$ cat src/rtl/edsac_tank_pkg.sv
// Shared constants, request payload and FSM encoding for the tank-group access sequencers.
package edsac_tank_pkg;

    localparam int unsigned DIGITS_PER_MINOR = 18;
    localparam int unsigned DATA_DIGITS      = 17;
    localparam int unsigned WORDS_PER_TANK   = 32;
    localparam int unsigned WORD_W           = 5;
    localparam int unsigned DIGIT_W          = 5;
    localparam int unsigned TANK_W           = 2;
    localparam int unsigned ADDR_W           = TANK_W + WORD_W;

    typedef enum logic [1:0] {
        ST_IDLE      = 2'd0,
        ST_WAIT_SLOT = 2'd1,
        ST_XFER      = 2'd2,
        ST_DONE      = 2'd3
    } seq_state_e;

    typedef struct packed {
        logic              write;
        logic [TANK_W-1:0] tank;
        logic [WORD_W-1:0] word;
    } tank_req_t;

endpackage

$ cat src/rtl/tank_timing_counter.sv
// Free-running digit/minor-cycle position of the circulating tank contents.
// Also exposes the next-state positions so the sequencer can act on the same edge.
module tank_timing_counter
    import edsac_tank_pkg::*;
(
    input  logic               clk,
    input  logic               rst_n,
    input  logic               digit_tick,
    output logic [DIGIT_W-1:0] digit_pos,
    output logic [WORD_W-1:0]  minor_pos,
    output logic               wrap_c,
    output logic [DIGIT_W-1:0] digit_nxt_c,
    output logic [WORD_W-1:0]  minor_nxt_c
);

    logic [DIGIT_W-1:0] digit_q, digit_d;
    logic [WORD_W-1:0]  minor_q, minor_d;

    always_comb begin
        digit_d = digit_q;
        minor_d = minor_q;
        wrap_c  = digit_tick && (digit_q == DIGIT_W'(DIGITS_PER_MINOR - 1));
        if (digit_tick) begin
            digit_d = wrap_c ? '0 : digit_q + DIGIT_W'(1);
        end
        if (wrap_c) begin
            minor_d = (minor_q == WORD_W'(WORDS_PER_TANK - 1)) ? '0 : minor_q + WORD_W'(1);
        end
    end

    always_ff @(posedge clk or negedge rst_n) begin
        if (!rst_n) begin
            digit_q <= '0;
            minor_q <= '0;
        end else begin
            digit_q <= digit_d;
            minor_q <= minor_d;
        end
    end

    assign digit_pos   = digit_q;
    assign minor_pos   = minor_q;
    assign digit_nxt_c = digit_d;
    assign minor_nxt_c = minor_d;

endmodule

$ cat src/rtl/tank_access_sequencer.sv
// Single-word transfer sequencer for a 4-tank delay-line group: waits for the addressed
// word slot, then drives tank select and the in/out gate for that word's data digits.
module tank_access_sequencer
    import edsac_tank_pkg::*;
(
    input  logic               clk,
    input  logic               rst_n,
    input  logic               digit_tick,
    input  logic               req,
    input  logic               req_write,
    input  logic [ADDR_W-1:0]  req_addr,
    input  logic               abort,
    output logic               busy,
    output logic               done,
    output logic               f7_pos,
    output logic               f7_neg,
    output logic               f8_pos,
    output logic               f8_neg,
    output logic               t_in,
    output logic               t_out,
    output logic [DIGIT_W-1:0] digit_pos,
    output logic [WORD_W-1:0]  minor_pos
);

    logic               wrap_c;
    logic [DIGIT_W-1:0] digit_nxt_c;
    logic [WORD_W-1:0]  minor_nxt_c;

    tank_timing_counter u_timing (
        .clk         (clk),
        .rst_n       (rst_n),
        .digit_tick  (digit_tick),
        .digit_pos   (digit_pos),
        .minor_pos   (minor_pos),
        .wrap_c      (wrap_c),
        .digit_nxt_c (digit_nxt_c),
        .minor_nxt_c (minor_nxt_c)
    );

    seq_state_e state_q, state_d;
    tank_req_t  req_q, req_d;
    logic       busy_q, busy_d;
    logic       done_q, done_d;
    logic       f7_pos_q, f7_pos_d, f7_neg_q, f7_neg_d;
    logic       f8_pos_q, f8_pos_d, f8_neg_q, f8_neg_d;
    logic       t_in_q, t_in_d, t_out_q, t_out_d;
    logic       active_c, gate_c;

    // Outputs are decoded from next state/position so they change on the same edge as the counters.
    always_comb begin
        state_d = state_q;
        req_d   = req_q;
        case (state_q)
            ST_IDLE: begin
                if (req) begin
                    state_d     = ST_WAIT_SLOT;
                    req_d.write = req_write;
                    req_d.tank  = req_addr[ADDR_W-1:WORD_W];
                    req_d.word  = req_addr[WORD_W-1:0];
                end
            end
            ST_WAIT_SLOT: begin
                if (abort) begin
                    state_d = ST_IDLE;
                end else if (wrap_c && (minor_nxt_c == req_q.word)) begin
                    state_d = ST_XFER;
                end
            end
            ST_XFER: begin
                if (abort) begin
                    state_d = ST_IDLE;
                end else if (digit_tick && (digit_pos == DIGIT_W'(DATA_DIGITS - 1))) begin
                    state_d = ST_DONE;
                end
            end
            ST_DONE: state_d = ST_IDLE;
            default: state_d = ST_IDLE;
        endcase

        active_c = (state_d != ST_IDLE);
        gate_c   = (state_d == ST_XFER) && (digit_nxt_c < DIGIT_W'(DATA_DIGITS));
        busy_d   = active_c;
        done_d   = (state_d == ST_DONE);
        f7_pos_d = active_c &&  req_d.tank[0];
        f7_neg_d = active_c && !req_d.tank[0];
        f8_pos_d = active_c &&  req_d.tank[1];
        f8_neg_d = active_c && !req_d.tank[1];
        t_in_d   = gate_c &&  req_d.write;
        t_out_d  = gate_c && !req_d.write;
    end

    always_ff @(posedge clk or negedge rst_n) begin
        if (!rst_n) begin
            state_q  <= ST_IDLE;
            req_q    <= '0;
            busy_q   <= 1'b0;
            done_q   <= 1'b0;
            f7_pos_q <= 1'b0;
            f7_neg_q <= 1'b0;
            f8_pos_q <= 1'b0;
            f8_neg_q <= 1'b0;
            t_in_q   <= 1'b0;
            t_out_q  <= 1'b0;
        end else begin
            state_q  <= state_d;
            req_q    <= req_d;
            busy_q   <= busy_d;
            done_q   <= done_d;
            f7_pos_q <= f7_pos_d;
            f7_neg_q <= f7_neg_d;
            f8_pos_q <= f8_pos_d;
            f8_neg_q <= f8_neg_d;
            t_in_q   <= t_in_d;
            t_out_q  <= t_out_d;
        end
    end

    assign busy   = busy_q;
    assign done   = done_q;
    assign f7_pos = f7_pos_q;
    assign f7_neg = f7_neg_q;
    assign f8_pos = f8_pos_q;
    assign f8_neg = f8_neg_q;
    assign t_in   = t_in_q;
    assign t_out  = t_out_q;

endmodule

$ cat config.mk
export PLATFORM = sky130hd
export DESIGN_NAME = tank_access_sequencer
export DESIGN_NICKNAME = d
export VERILOG_FILES = /design/src/rtl/edsac_tank_pkg.sv /design/src/rtl/tank_timing_counter.sv /design/src/rtl/tank_access_sequencer.sv
export SDC_FILE = /design/constraint.sdc
export NUM_CORES = 1
export LEC_CHECK = 0
export ABC_AREA = 1
export BUFFER_PORTS_ARGS = -buffer_cell sky130_fd_sc_hd__clkbuf_2
export CAP_MARGIN = 20
export CORE_MARGIN = 1
export CORE_UTILIZATION = 47
export DETAILED_ROUTE_END_ITERATION = 12
export PLACE_DENSITY_LB_ADDON = 0.2
export SYNTH_ARGS = -nofsm -noshare
export SYNTH_HDL_FRONTEND = slang
export SYNTH_SLANG_ARGS = --single-unit
export TNS_END_PERCENT = 20
$ cat constraint.sdc
create_clock -name clk -period 2 [get_ports clk]
set_input_delay 0.4 -clock clk [delete_from_list [all_inputs] [get_ports clk]]
set_output_delay 0.4 -clock clk [all_outputs]
set_load 0.03 [all_outputs]
# == Word level (Yosys, flattened, before mapping) ==
# Index checks and enable logic that the tools add are counted.
# totals
latchBits,0
reg_bits,28
memories,0
ramBits,0
inputBits,13
romBits,0
# op_classes
n_bitwise,0
eq_ne,9
order_cmp,1
n_shift,0
reduce_logical,16
n_mul,0
add_sub_neg,2
div_mod_pow,0
muxes,12
# op_table
op,count
$mux W5,4
$mux W8,2
$eq A5 B5 Y1 const B,3
$add A5 B1 Y5 const B,2
$logic_and A1 B1 Y1,10
$mux W2,5
$eq A2 B2 Y1 const B,4
$pmux W2 S4,1
$eq A5 B5 Y1,1
$lt A5 B5 Y1 const B,1
$logic_not A1 Y1,3
$eq A2 B1 Y1 const B,1
$logic_not A2 Y1,1
$reduce_and A2 Y1,1
$reduce_bool A2 Y1,1

# == Depth between registers and ports, before layout ==
# Gate-level depths: netlist of run 1.
# depth
ltp_word,11
mapped_depth,17
ltp_nobuf,17

# == By module ==
# Synthesis of run 1 repeated with hierarchy kept, for this count alone.
# unflattened
hier_cells,154
hier_area_um2,1357.6
# modules_own_cells
mod,seq_area_each_um2,n_inst,area_per_inst_um2,cells_per_inst
tank_access_sequencer,450.4,1,797.0,92
tank_timing_counter,250.2,1,560.5,62

# == Worst setup path after synthesis of run 1 ==
# No wires, ideal clock.
# synth_path
kind,register -> register
from,"reg u_timing.minor_q[0], in the netlist u_timing.minor_pos[0]"
to,"reg f7_pos_q, in the netlist f7_pos"
stages_incl_launch_ff,14
n_path_buf,0
required_time_ns,1.875
setup_time_ns,0.125
slack_ns,-0.098
arrival_ns,1.973
cell_sequence,dfrtp_1 ha_1 nand2_1 nor2_1 ha_1 nand4_1 nand3_1 nand3_1 nor2_1 nand3_1 nand2_1 nand3_2 nor2_2 nor2_1
# synth_via
elab_chain_cells,10
# synth_rtl
element,line,text
start: declaration,tank_timing_counter.sv:17,"logic [WORD_W-1:0] minor_q, minor_d;"
start signal: assignment,tank_timing_counter.sv:37,minor_q <= minor_d;
$add A5 B1 Y5 / $eq A5 B5 Y1 (equally long branches),tank_timing_counter.sv:27,minor_d = (minor_q == WORD_W'(WORDS_PER_TANK - 1)) ? '0 : minor_q + WORD_W'(1);
$mux W5,tank_timing_counter.sv:27,
$mux W5 *,tank_timing_counter.sv:26,if (wrap_c) begin
$eq A5 B5 Y1 *,tank_access_sequencer.sv:65,end else if (wrap_c && (minor_nxt_c == req_q.word)) begin
$logic_and A1 B1 Y1 *,tank_access_sequencer.sv:65,
$mux W2 *,tank_access_sequencer.sv:65,
$mux W2 *,tank_access_sequencer.sv:63,if (abort) begin
$pmux W2 S4 *,tank_access_sequencer.sv:53,case (state_q)
via state_d[0],tank_access_sequencer.sv:40,"seq_state_e state_q, state_d;"
$reduce_bool A2 Y1 *,tank_access_sequencer.sv:80,active_c = (state_d != ST_IDLE);
$logic_and A1 B1 Y1 *,tank_access_sequencer.sv:84,f7_pos_d = active_c && req_d.tank[0];
via f7_pos_d,tank_access_sequencer.sv:44,"logic f7_pos_q, f7_pos_d, f7_neg_q, f7_neg_d;"
end signal: assignment,tank_access_sequencer.sv:109,f7_pos_q <= f7_pos_d;
end: declaration,tank_access_sequencer.sv:44,
# Mark *: on every way through the listed nets, which the timed path passes. The rest lies on a longest branch.
# A chain may end at the register's enable or synchronous reset.

# == Final worst setup path of run 1 ==
# layout_path
from,"reg u_timing.minor_q[0], in the netlist u_timing.minor_pos[0]"
to,"reg busy_q, in the netlist busy"
# layout_via
elab_chain_cells,9
# layout_rtl
element,line,text
$add A5 B1 Y5 / $eq A5 B5 Y1 (equally long branches),tank_timing_counter.sv:27,
$mux W5,tank_timing_counter.sv:27,
$mux W5 *,tank_timing_counter.sv:26,
$eq A5 B5 Y1 *,tank_access_sequencer.sv:65,
$logic_and A1 B1 Y1 *,tank_access_sequencer.sv:65,
$mux W2 *,tank_access_sequencer.sv:65,
$mux W2 *,tank_access_sequencer.sv:63,
$pmux W2 S4 *,tank_access_sequencer.sv:53,
via state_d[0],tank_access_sequencer.sv:40,
$reduce_bool A2 Y1 *,tank_access_sequencer.sv:80,
via active_c,tank_access_sequencer.sv:47,"logic active_c, gate_c;"
end signal: assignment,tank_access_sequencer.sv:107,busy_q <= busy_d;
end: declaration,tank_access_sequencer.sv:42,"logic busy_q, busy_d;"
# Marks and branches as above.

==> results of run 1 <==
[kinds of logic after synthesis]
logic type,share of synthesized area
AO/OA/AOI/OAI,0.05641
adder cells (fa/ha/maj),0.04550
buffers and inverters,0.08735
flip-flops,0.5096
AND/OR/NAND/NOR,0.3012
[state kept, by name (all words and copies together), names as in the netlist]
| name | flops |
|---|---|
| t_in | 1 |
| u_timing.digit_pos | 5 |
| f7_pos | 1 |
| done | 1 |
| busy | 1 |
| f7_neg | 1 |
| req_q | 8 |
| f8_pos | 1 |
| f8_neg | 1 |
| state_q | 2 |
| t_out | 1 |
| u_timing.minor_pos | 5 |
[per-stage QoR]
step / cell area, um^2 / util
6_report: 1815 / 0.6583
5_1_grt: 1815 / 0.6583
4_1_cts: 1800 / 0.6529
3_5_place_dp: 1634 / 0.5926
3_3_place_gp: 1634 / 0.5926
2_1_floorplan: 1385 / -
[final timing paths]
kind                                       start  cells after the start                     to  slack, ns
min in group clk                     req_addr[2]                      3               req_q[2]       0.26
setup reg to reg           u_timing.minor_pos[0]                     14                   busy      0.007
hold / removal                             rst_n                      1  u_timing.minor_pos[0]       0.09
max in group asynchronous                  rst_n                      1  u_timing.minor_pos[1]       1.44
hold reg to reg            u_timing.digit_pos[4]                      1  u_timing.digit_pos[4]       0.53
setup / recovery           u_timing.minor_pos[0]                     14                   busy      0.007
[layout by cell type (no fill, tap or decap), types with 3 or more instances in the layout]
master,synthesis,final
nand2_1,43,40
clkbuf_2,0,30
dfrtp_1,28,26
inv_1,27,24
buf_4,0,20
nor2_1,14,11
nand3_1,11,10
o21ai_0,9,9
nand4_1,6,6
a21oi_1,4,4
nor2_4,0,3
nand2_2,1,3
nor2_2,3,3
inv_2,1,3
or2_2,3,3
clkbuf_4,0,3
[cells in the mapped netlist]
cell type,count
clkbuf_1,1
nor2_1,14
nor3b_1,1
ha_1,5
o21ai_0,9
nand2_1,43
nor2_2,3
or2_2,3
nand4_1,6
nand3b_1,2
inv_2,1
nand3_1,11
dfrtp_1,28
o21ai_1,1
a21boi_0,1
inv_1,27
buf_6,1
nand2_2,1
nor3_1,2
nand2_4,1
a21oi_1,4
nand3_2,2
[per-layer routing]
layer | vias to the layer above | wire (um) | global-route usage
li1 | 632 | - | -
met1 | 601 | 1352 | 0.2888
met2 | 43 | 1660 | 0.3741
met3 | 6 | 126 | 0.03488
met4 | 0 | 48 | 0.08711
met5 | - | 0 | 0
[layout make-up]
cell class / instances / share of cell area
Sequential cell: 28 / 0.3873
Tap cell: 31 / 0.02136
Clock buffer: 4 / 0.01999
Inverter: 28 / 0.05927
Timing Repair Buffer: 50 / 0.1654
Multi-Input combinational cell: 109 / 0.3467
[report_power, final]
group	switching, W	internal (W)
Sequential	0.0000782	0.000684
Combinational	0.000561	0.000322
Clock	0.000158	0.000111
Total	0.000797	0.00112
[repair_timing]
| item | 4_1_cts | 5_1_grt |
|---|---|---|
| endpoints found under the setup margin | 7 | 8 |
| gates resized for setup | 15 | 4 |
| pin swaps | 10 | 6 |
| buffers inserted | 9 | 1 |
==> results_dict.tcl, run 1 <==
set metrics [dict create \
    outcome "finished, final reports clean" \
    crit_family "simple AND/OR/NAND/NOR gates" \
    slowest_stage "dfrtp_2" \
    vdd_ir_drop_max_uv 707.3 \
    wl_per_cell_um 12.75 \
    relSlewSlack 0.5471 \
    io_pins 31 \
    synth_area_per_cell_um2 8.234 \
    num_vias 1282 \
    die_h_um 56.09 \
    drtIter0Drc 46 \
    place.gp.congestion 0.8255 \
    cpMostUsedCell "nand2_1" \
    grt_max_degree 29 \
    fmax_ghz 0.5017 \
    leakagePower_nw 0.9924 \
    via_per_inst 5.128 \
    power_w 0.001915 \
    grt_pass1_wl_um 5499 \
    seq_area_frac_synth 0.5096 \
    placementRows 19 \
    drt_pre_antenna_iters 4 \
    clk_pin_slew_ns 0.14 \
    rsz0062_at_grt "yes" \
    cts_inserted_buffers 3 \
    syn_area_um2 1375 \
    hpwl_um 2273 \
    drive_gt1_frac 0.3653 \
    grtUsageTotal 0.2227 \
    min_period_ns 1.993 \
    clockRootBuffer "clkbuf_4" \
    hold_class "primary input to async pin" \
    p_per_area_nw_per_um2 1055 \
    crit_type "flip-flop to flip-flop" \
    drt-total-wl_um 3188 \
    skew_ns 0.006955 \
    worst-path-buf-inv 1 \
    final_antenna_net_count 0 \
    crit_required_ns 2.23 \
    multi_input_area_um2 629.4 \
    tns_ns 0 \
    synth.distinct_cells 22 \
    setup_ws_ns 0.006764 \
    area_growth_pct 32.03 \
    nFillCells 237 \
    synth_cells 167 \
    synth_area_leaders "dfrtp_1, nand2_1, inv_1, ha_1, nand3_1" \
    slew_viol_final 0 \
    arrival_ns 2.22 \
    tritoncts "built" \
    htree_levels 1 \
    end_kind "flip-flop" \
    timing.max_cap.violations 0 \
    antenna_found_initial 0 \
    tightest_slew_ns 0.6794 \
    yosysTopAreaCellShare 0.5096 \
    drc 0 \
    insertion_delay_ns 0.32 \
    crit_chain "ha_4 -> nand2_4 -> nor2_4 -> ha_4 -> nor2_1 -> nand2_1 -> nand3_1 -> nand2_1 -> nor2_1 -> nand3_1 -> nand2_1 -> nand3_2 -> nor2_4 -> inv_1" \
    clock_path_buffers 2 \
    grt_overflow 0 \
    cts_sinks 28 \
    port_buffers 30 \
    start_kind "flip-flop" \
    place_ws_ns -0.06170 \
    instances_no_fill 250 \
    max_stage_delay_ns 0.45 \
    core_um2 2758 \
    syn_nets 185 \
    cts_hold_buf 0 \
    nets 238 \
    setup-violations-final 0 \
    grt_pass1_vias 1273 \
    period_share 0.9966 \
    yosysTopAreaCell "dfrtp_1" \
    dieArea_um2 3146 \
    synth_warnings 0 \
    seq_area_um2 703.2 \
    hold_violations 0 \
    yosys_register_bits 28 \
    crit_fanout 5 \
    start_util 0.4986 \
    dieWidth_um 56.09 \
    diodes 0 \
    dp.cells 236 \
    holdWs_ns 0.08681 \
]
(Power assumes the default switching activity.)
==> run 2: changes to the inputs <==
REMOVE_ABC_BUFFERS = 1   (was not set)
==> run 2 against run 1 <==
  * The flow now finishes with violations (negative setup slack)
  * Non-clock buffer count up 4
  * Final cell count is 1.6% higher
  * Utilization up 1.0 points
  * Setup slack worse by 0.072 ns
  * Clock power is 3% higher
  * Clock-buffer cell count did not move
  * Sequential power hardly changed
  * Via count up 1.8%
  * Total power increased by 3.2%
  * Critical endpoint is now f7_neg
  * Maximum frequency decreased by 3.5%
  * Highest routed layer unchanged
  * Register-to-register slack got worse by 0.07 ns
  * First-iteration DRC count rose by 28%
==> results_dict.tcl, run 2 (same netlist as run 1, synthesis figures left out) <==
set metrics [dict create \
    r2r_start "u_timing.minor_pos[1]" \
    tritoncts "built" \
    worst-path-buf-inv 0 \
    relSlewSlack 0.5463 \
    grt_pass1_vias 1245 \
    cts_sinks 28 \
    final_common_cell "nand2_1" \
    end_kind "flip-flop" \
    grtUsageTotal 0.2170 \
    clk_pin_slew_ns 0.15 \
    placementRows 19 \
    place_ws_ns -0.09400 \
    vdd_ir_drop_max_uv 856.2 \
    final_cell_mix "nand2_1, clkbuf_2, dfrtp_1" \
    setup_ws_ns -0.06490 \
    setup-violations-final 8 \
    dieArea_um2 3146 \
    drive_gt1_frac 0.3632 \
    die_h_um 56.09 \
    holdWs_ns 0.06943 \
    drt-total-wl_um 3332 \
    p_comb_frac 0.474 \
    slew_viol_final 0 \
    regMostFlops "req_q" \
    htree_levels 1 \
    p_per_area_nw_per_um2 1072 \
    max_stage_delay_ns 0.45 \
    crit_chain "ha_4 -> nand2_4 -> nor2_4 -> ha_4 -> nand4_1 -> nand3_1 -> nand3_2 -> nor2_2 -> nand3_1 -> nand2_1 -> nand3_2 -> nor2_4 -> nor2_1" \
    power.clock.fraction 0.140 \
    io_pins 31 \
    outcome "complete, but fails checks" \
    timing.max_cap.violations 0 \
    crit_family "simple AND/OR/NAND/NOR gates" \
    p_int_w 0.001147 \
    fmax_ghz 0.4843 \
    period_share 1.032 \
    insertion_delay_ns 0.33 \
    slowest_stage "dfrtp_1" \
    leakagePower_nw 0.9998 \
    rsz0062_at_grt "yes" \
    arrival_ns 2.30 \
    power_w 0.001975 \
    tightest_slew_ns 0.6805 \
    dieWidth_um 56.09 \
    violations "negative setup slack" \
    drc 0 \
    min_period_ns 2.065 \
    hold_violations 0 \
    design_area_um2 1843 \
    crit_type "flip-flop to flip-flop" \
    switchingPower_w 0.0008285 \
    area_growth_pct 34.03 \
    worst_r2r_path_depth 13 \
    reg2reg_setup_slack_ns -0.06 \
    placed_area_um2 1662 \
    tns_ns -0.4130 \
    crit_required_ns 2.24 \
    drtIter0Drc 59 \
    hpwl_um 2299 \
    grt_overflow 0 \
    core_um2 2758 \
    crit_fanout 5 \
    cts_inserted_buffers 3 \
    pwr-share-seq 0.386 \
    timing.rr.end "f7_neg" \
    start_kind "flip-flop" \
    diodes 0 \
    port_buffers 30 \
    via_per_inst 5.138 \
    drt_pre_antenna_iters 4 \
    place.gp.congestion 0.7977 \
    grt_max_degree 29 \
    clockRootBuffer "clkbuf_4" \
    largest_reg_flops 8 \
    final_antenna_net_count 0 \
    nets 242 \
    start_util 0.4986 \
    clock_path_buffers 2 \
    antenna_found_initial 0 \
    switching_share 0.4194 \
    wl_per_cell_um 13.12 \
    hold_class "primary input to async pin" \
    skew_ns 0.005137 \
    grt_pass1_wl_um 5326 \
    num_vias 1305 \
]
-- run 2: cell count changes in the layout (fill, tap and decap cells not counted) --
cell     delta
dfrtp_2     -2
nor2_1      -2
inv_2       -1
buf_4       +4
inv_4       -1
nor2_2      +2
inv_1       +2
nand2_1     +1
dfrtp_1     +2
nand2_2     -1
-- run 2: layer usage --
layer  vias to the layer above  share of wire  global-route usage
li1                        636              -                   -
met1                       623           0.43              0.2634
met3                         5          0.038             0.03721
met5                         -              0                   0
met2                        41           0.52              0.3810
met4                         0          0.011             0.08711
-- run 2: area by class of cell --
| class | instances | area (um^2) |
|---|---|---|
| Sequential cell | 28 | 700.7 |
| Timing Repair Buffer | 54 | 330.3 |
| Fill cell | 243 | 914.6 |
| Multi-Input combinational cell | 109 | 631.9 |
| Inverter | 28 | 105.1 |
| Tap cell | 31 | 38.79 |
| Clock buffer | 4 | 36.28 |
-- run 2: worst register-to-register path, cell delays in order (launching register included) --
cell and delay (ns):
dfrtp_1 0.45, ha_4 0.19, nand2_4 0.08, nor2_4 0.04, ha_4 0.26, nand4_1 0.13
nand3_1 0.14, nand3_2 0.07, nor2_2 0.11, nand3_1 0.08, nand2_1 0.08, nand3_2 0.10
nor2_4 0.17, nor2_1 0.06
-- run 2: timing repair --
| item | in CTS | in global routing |
|---|---|---|
| gates resized for setup | 5 | 14 |
| endpoints found under the hold margin | 0 | 0 |
| pin swaps | 4 | 6 |
| setup buffers | 6 | 3 |
| endpoints found under the setup margin | 7 | 9 |
| hold buffers | 0 | 0 |
-- run 2: worst max path at each step --
stage	start	endpoint	slack (ns)	cells after the start
6_report	u_timing.minor_pos[1]	f7_neg	-0.06	13
5_1_grt	u_timing.minor_pos[1]	f7_pos	-0.17	13
4_1_cts	u_timing.minor_pos[1]	f7_pos	-0.04	13
3_5_place_dp	u_timing.minor_pos[1]	f7_pos	-0.09	13
3_3_place_gp	u_timing.minor_pos[1]	f8_pos	-0.01	13
2_1_floorplan	u_timing.minor_pos[0]	f7_pos	-0.1	13
-- run 2: power by group through the flow --
stage,Combinational (W),Clock [W],Sequential [W]
2_1_floorplan,0.000325,0,0.000945
3_3_place_gp,0.000823,0,0.000755
3_5_place_dp,0.000845,0,0.000763
4_1_cts,0.000861,0.000291,0.000752
5_1_grt,0.00102,0.000300,0.000774
6_report,0.000936,0.000277,0.000762
-- run 2: metrics by stage --
stage,util,std cells
after floorplan,-,165
after global placement,0.6025,241
after detailed placement,0.6025,241
after CTS,0.6375,251
after global routing,0.6683,254
final,0.6683,254
==> run 3: changes to the inputs <==
SETUP_SLACK_MARGIN = 0.1   (was not set)
SYNTH_HIERARCHICAL = 1   (was not set)
==> run 3 against run 2 <==
  * The flow still finishes with violations (negative setup slack)
  * Sequential cell count is the same
  * Synthesized cell count shrank 7.8%
  * Setup slack gained 0.0028 ns
  * Final area shrank 6.7%
  * Critical endpoint is now f8_neg
==> results_dict.tcl, run 3 <==
set metrics [dict create \
    min_period_ns 2.062 \
    synth_cells 154 \
    synth_area_per_cell_um2 8.815 \
    worst-path-buf-inv 3 \
    grtUsageTotal 0.1815 \
    htree_levels 1 \
    cts_sinks 28 \
    crit_type "flip-flop to flip-flop" \
    synth.distinct_cells 27 \
    cpMostUsedCell "nand2_1" \
    netlist_top_cells_count "nand2_1, dfrtp_1, nor2_1, inv_1, a21oi_1" \
    grt_pass1_wl_um 4422 \
    placementRows 19 \
    outcome "complete, but fails checks" \
    end_kind "flip-flop" \
    die_h_um 55.75 \
    largest_reg_flops 8 \
    place.gp.congestion 0.8039 \
    port_buffers 30 \
    synth_ff_type "dfrtp_1" \
    vdd_ir_drop_max_uv 936.8 \
    hold_class "primary input to async pin" \
    final_common_cell "nand2_1" \
    reg2reg_setup_slack_ns -0.06 \
    drive_gt1_frac 0.3632 \
    num_vias 1116 \
    yosysTopAreaCellShare 0.5161 \
    core_um2 2758 \
    tritoncts "built" \
    dieWidth_um 55.75 \
    async_flop_share 1.000 \
    synth_warnings 6 \
    period_share 1.031 \
    crit_required_ns 2.22 \
    instances_no_fill 232 \
    setup_ws_ns -0.06210 \
    via_per_inst 4.810 \
    tns_ns -0.3240 \
    relSlewSlack 0.5617 \
    insertion_delay_ns 0.32 \
    io_pins 31 \
    regMostFlops "req_q" \
    grt_overflow 0 \
    area_growth_pct 26.64 \
    rsz0062_at_grt "yes" \
    yosys_register_bits 28 \
    start_kind "flip-flop" \
    cts_inserted_buffers 3 \
    nets 219 \
    dieArea_um2 3108 \
    place_ws_ns -0.2806 \
    start_util 0.4923 \
    crit_family "simple AND/OR/NAND/NOR gates" \
    crit_fanout 5 \
    multi_input_area_um2 595.6 \
    drtIter0Drc 27 \
    syn_area_um2 1358 \
    nFillCells 241 \
    grt_pass1_vias 1083 \
    max_stage_delay_ns 0.42 \
    holdWs_ns 0.07670 \
    slew_viol_final 0 \
    drc 0 \
    clockRootBuffer "clkbuf_4" \
    arrival_ns 2.29 \
    clk_pin_slew_ns 0.14 \
    yosysTopAreaCell "dfrtp_1" \
    seq_area_um2 700.7 \
    drt_pre_antenna_iters 4 \
    fmax_ghz 0.4849 \
    clock_path_buffers 2 \
    violations "negative setup slack" \
    leakagePower_nw 0.9587 \
    timing.max_cap.violations 0 \
    diodes 0 \
    final_core_util 0.6234 \
    hold_violations 0 \
    synth_area_leaders "dfrtp_1, nand2_1, nor2_1, inv_1, ha_1" \
    slowest_stage "dfrtp_1" \
    skew_ns 0.005839 \
    tightest_slew_ns 0.6575 \
    final_antenna_net_count 0 \
    hpwl_um 2063 \
    wl_per_cell_um 11.31 \
    antenna_found_initial 0 \
    dp.cells 225 \
    seq_area_frac_synth 0.5161 \
    grt_max_degree 29 \
    synth.most_common_cell "nand2_1" \
    p_per_area_nw_per_um2 1085 \
    drt-total-wl_um 2625 \
    crit_chain "ha_2 -> buf_4 -> buf_4 -> xor2_1 -> nand3_1 -> nand2_1 -> nand2_1 -> inv_1 -> nor2_1 -> nor2_2 -> nand3_1 -> nand2_1 -> nand3_2 -> nor2_4 -> nor2_1" \
    final_cell_mix "nand2_1, clkbuf_2, dfrtp_1" \
    setup-violations-final 7 \
    cts_hold_buf 0 \
    synth_edf_count 0 \
]
-- run 3: cell types whose count changed after synthesis, moves of 3 or more --
cell and change:
nor2_1 +9, inv_1 -8, nand2_1 -8, o21ai_0 -7
nand3_1 -6, nand2_2 +3
-- run 3: kinds of logic after synthesis --
| group | Yosys count | share of synthesized area |
|---|---|---|
| flip-flops | 28 | 0.5161 |
| AND/OR/NAND/NOR | 84 | 0.2995 |
| AO/OA/AOI/OAI | 11 | 0.04516 |
| adder cells (fa/ha/maj) | 4 | 0.03687 |
| multiplexers | 1 | 0.008294 |
| buffers and inverters | 23 | 0.07466 |
| XOR/XNOR | 3 | 0.01936 |
-- run 3: repair_timing --
action / in CTS / in global routing
setup endpoints to repair: 9 / 9
pin swaps: 10 / 9
buffers inserted: 2 / 1
resized for setup: 9 / 5
-- run 3: through the flow --
step,power [W],instance area [um^2]
CTS,0.001875,1698
global placement,0.001553,1614
floorplan,0.001298,1335
global route,0.001993,1719
detailed placement,0.001595,1614
finish,0.001866,1719
-- run 3: worst reg2reg max path, stage by stage, from the launching register on --
cell,delay (ns)
dfrtp_1,0.42
ha_2,0.20
buf_4,0.12
buf_4,0.12
xor2_1,0.13
nand3_1,0.11
nand2_1,0.12
nand2_1,0.06
inv_1,0.05
nor2_1,0.04
nor2_2,0.11
nand3_1,0.08
nand2_1,0.07
nand3_2,0.11
nor2_4,0.18
nor2_1,0.06
-- run 3: final timing paths --
check	startpoint	end	cells past startpoint
max in group asynchronous	rst_n	req_q[4]	1
min in group clk	req_addr[2]	req_q[2]	2
min	rst_n	u_timing/digit_pos[0]	1
max	u_timing/minor_pos[0]	f8_neg	15
min reg2reg	req_q[4]	req_q[4]	2
max reg2reg	u_timing/minor_pos[0]	f8_neg	15
-- run 3: cell type report --
| class | instances | area share |
|---|---|---|
| timing repair buffer | 45 | 0.1550 |
| inverter | 21 | 0.04731 |
| sequential | 28 | 0.4076 |
| clock buffer | 4 | 0.02111 |
| multi-input combinational | 103 | 0.3464 |
| tap | 31 | 0.02256 |
-- run 3: metal layers --
metal / share of wire / global-route usage / up-vias
li1: - / - / 574
met2: 0.50 / 0.3339 / 29
met1: 0.45 / 0.2134 / 505
met4: 0.020 / 0.07500 / 0
met3: 0.034 / 0.02093 / 8
met5: 0 / 0 / -
-- run 3: power by group --
part	internal (W)	leakage (nW)	switching [W]
Combinational	0.000307	0.591	0.000535
Clock	0.000111	0.0210	0.000152
Sequential	0.000682	0.347	0.0000781
Total	0.00110	0.959	0.000765
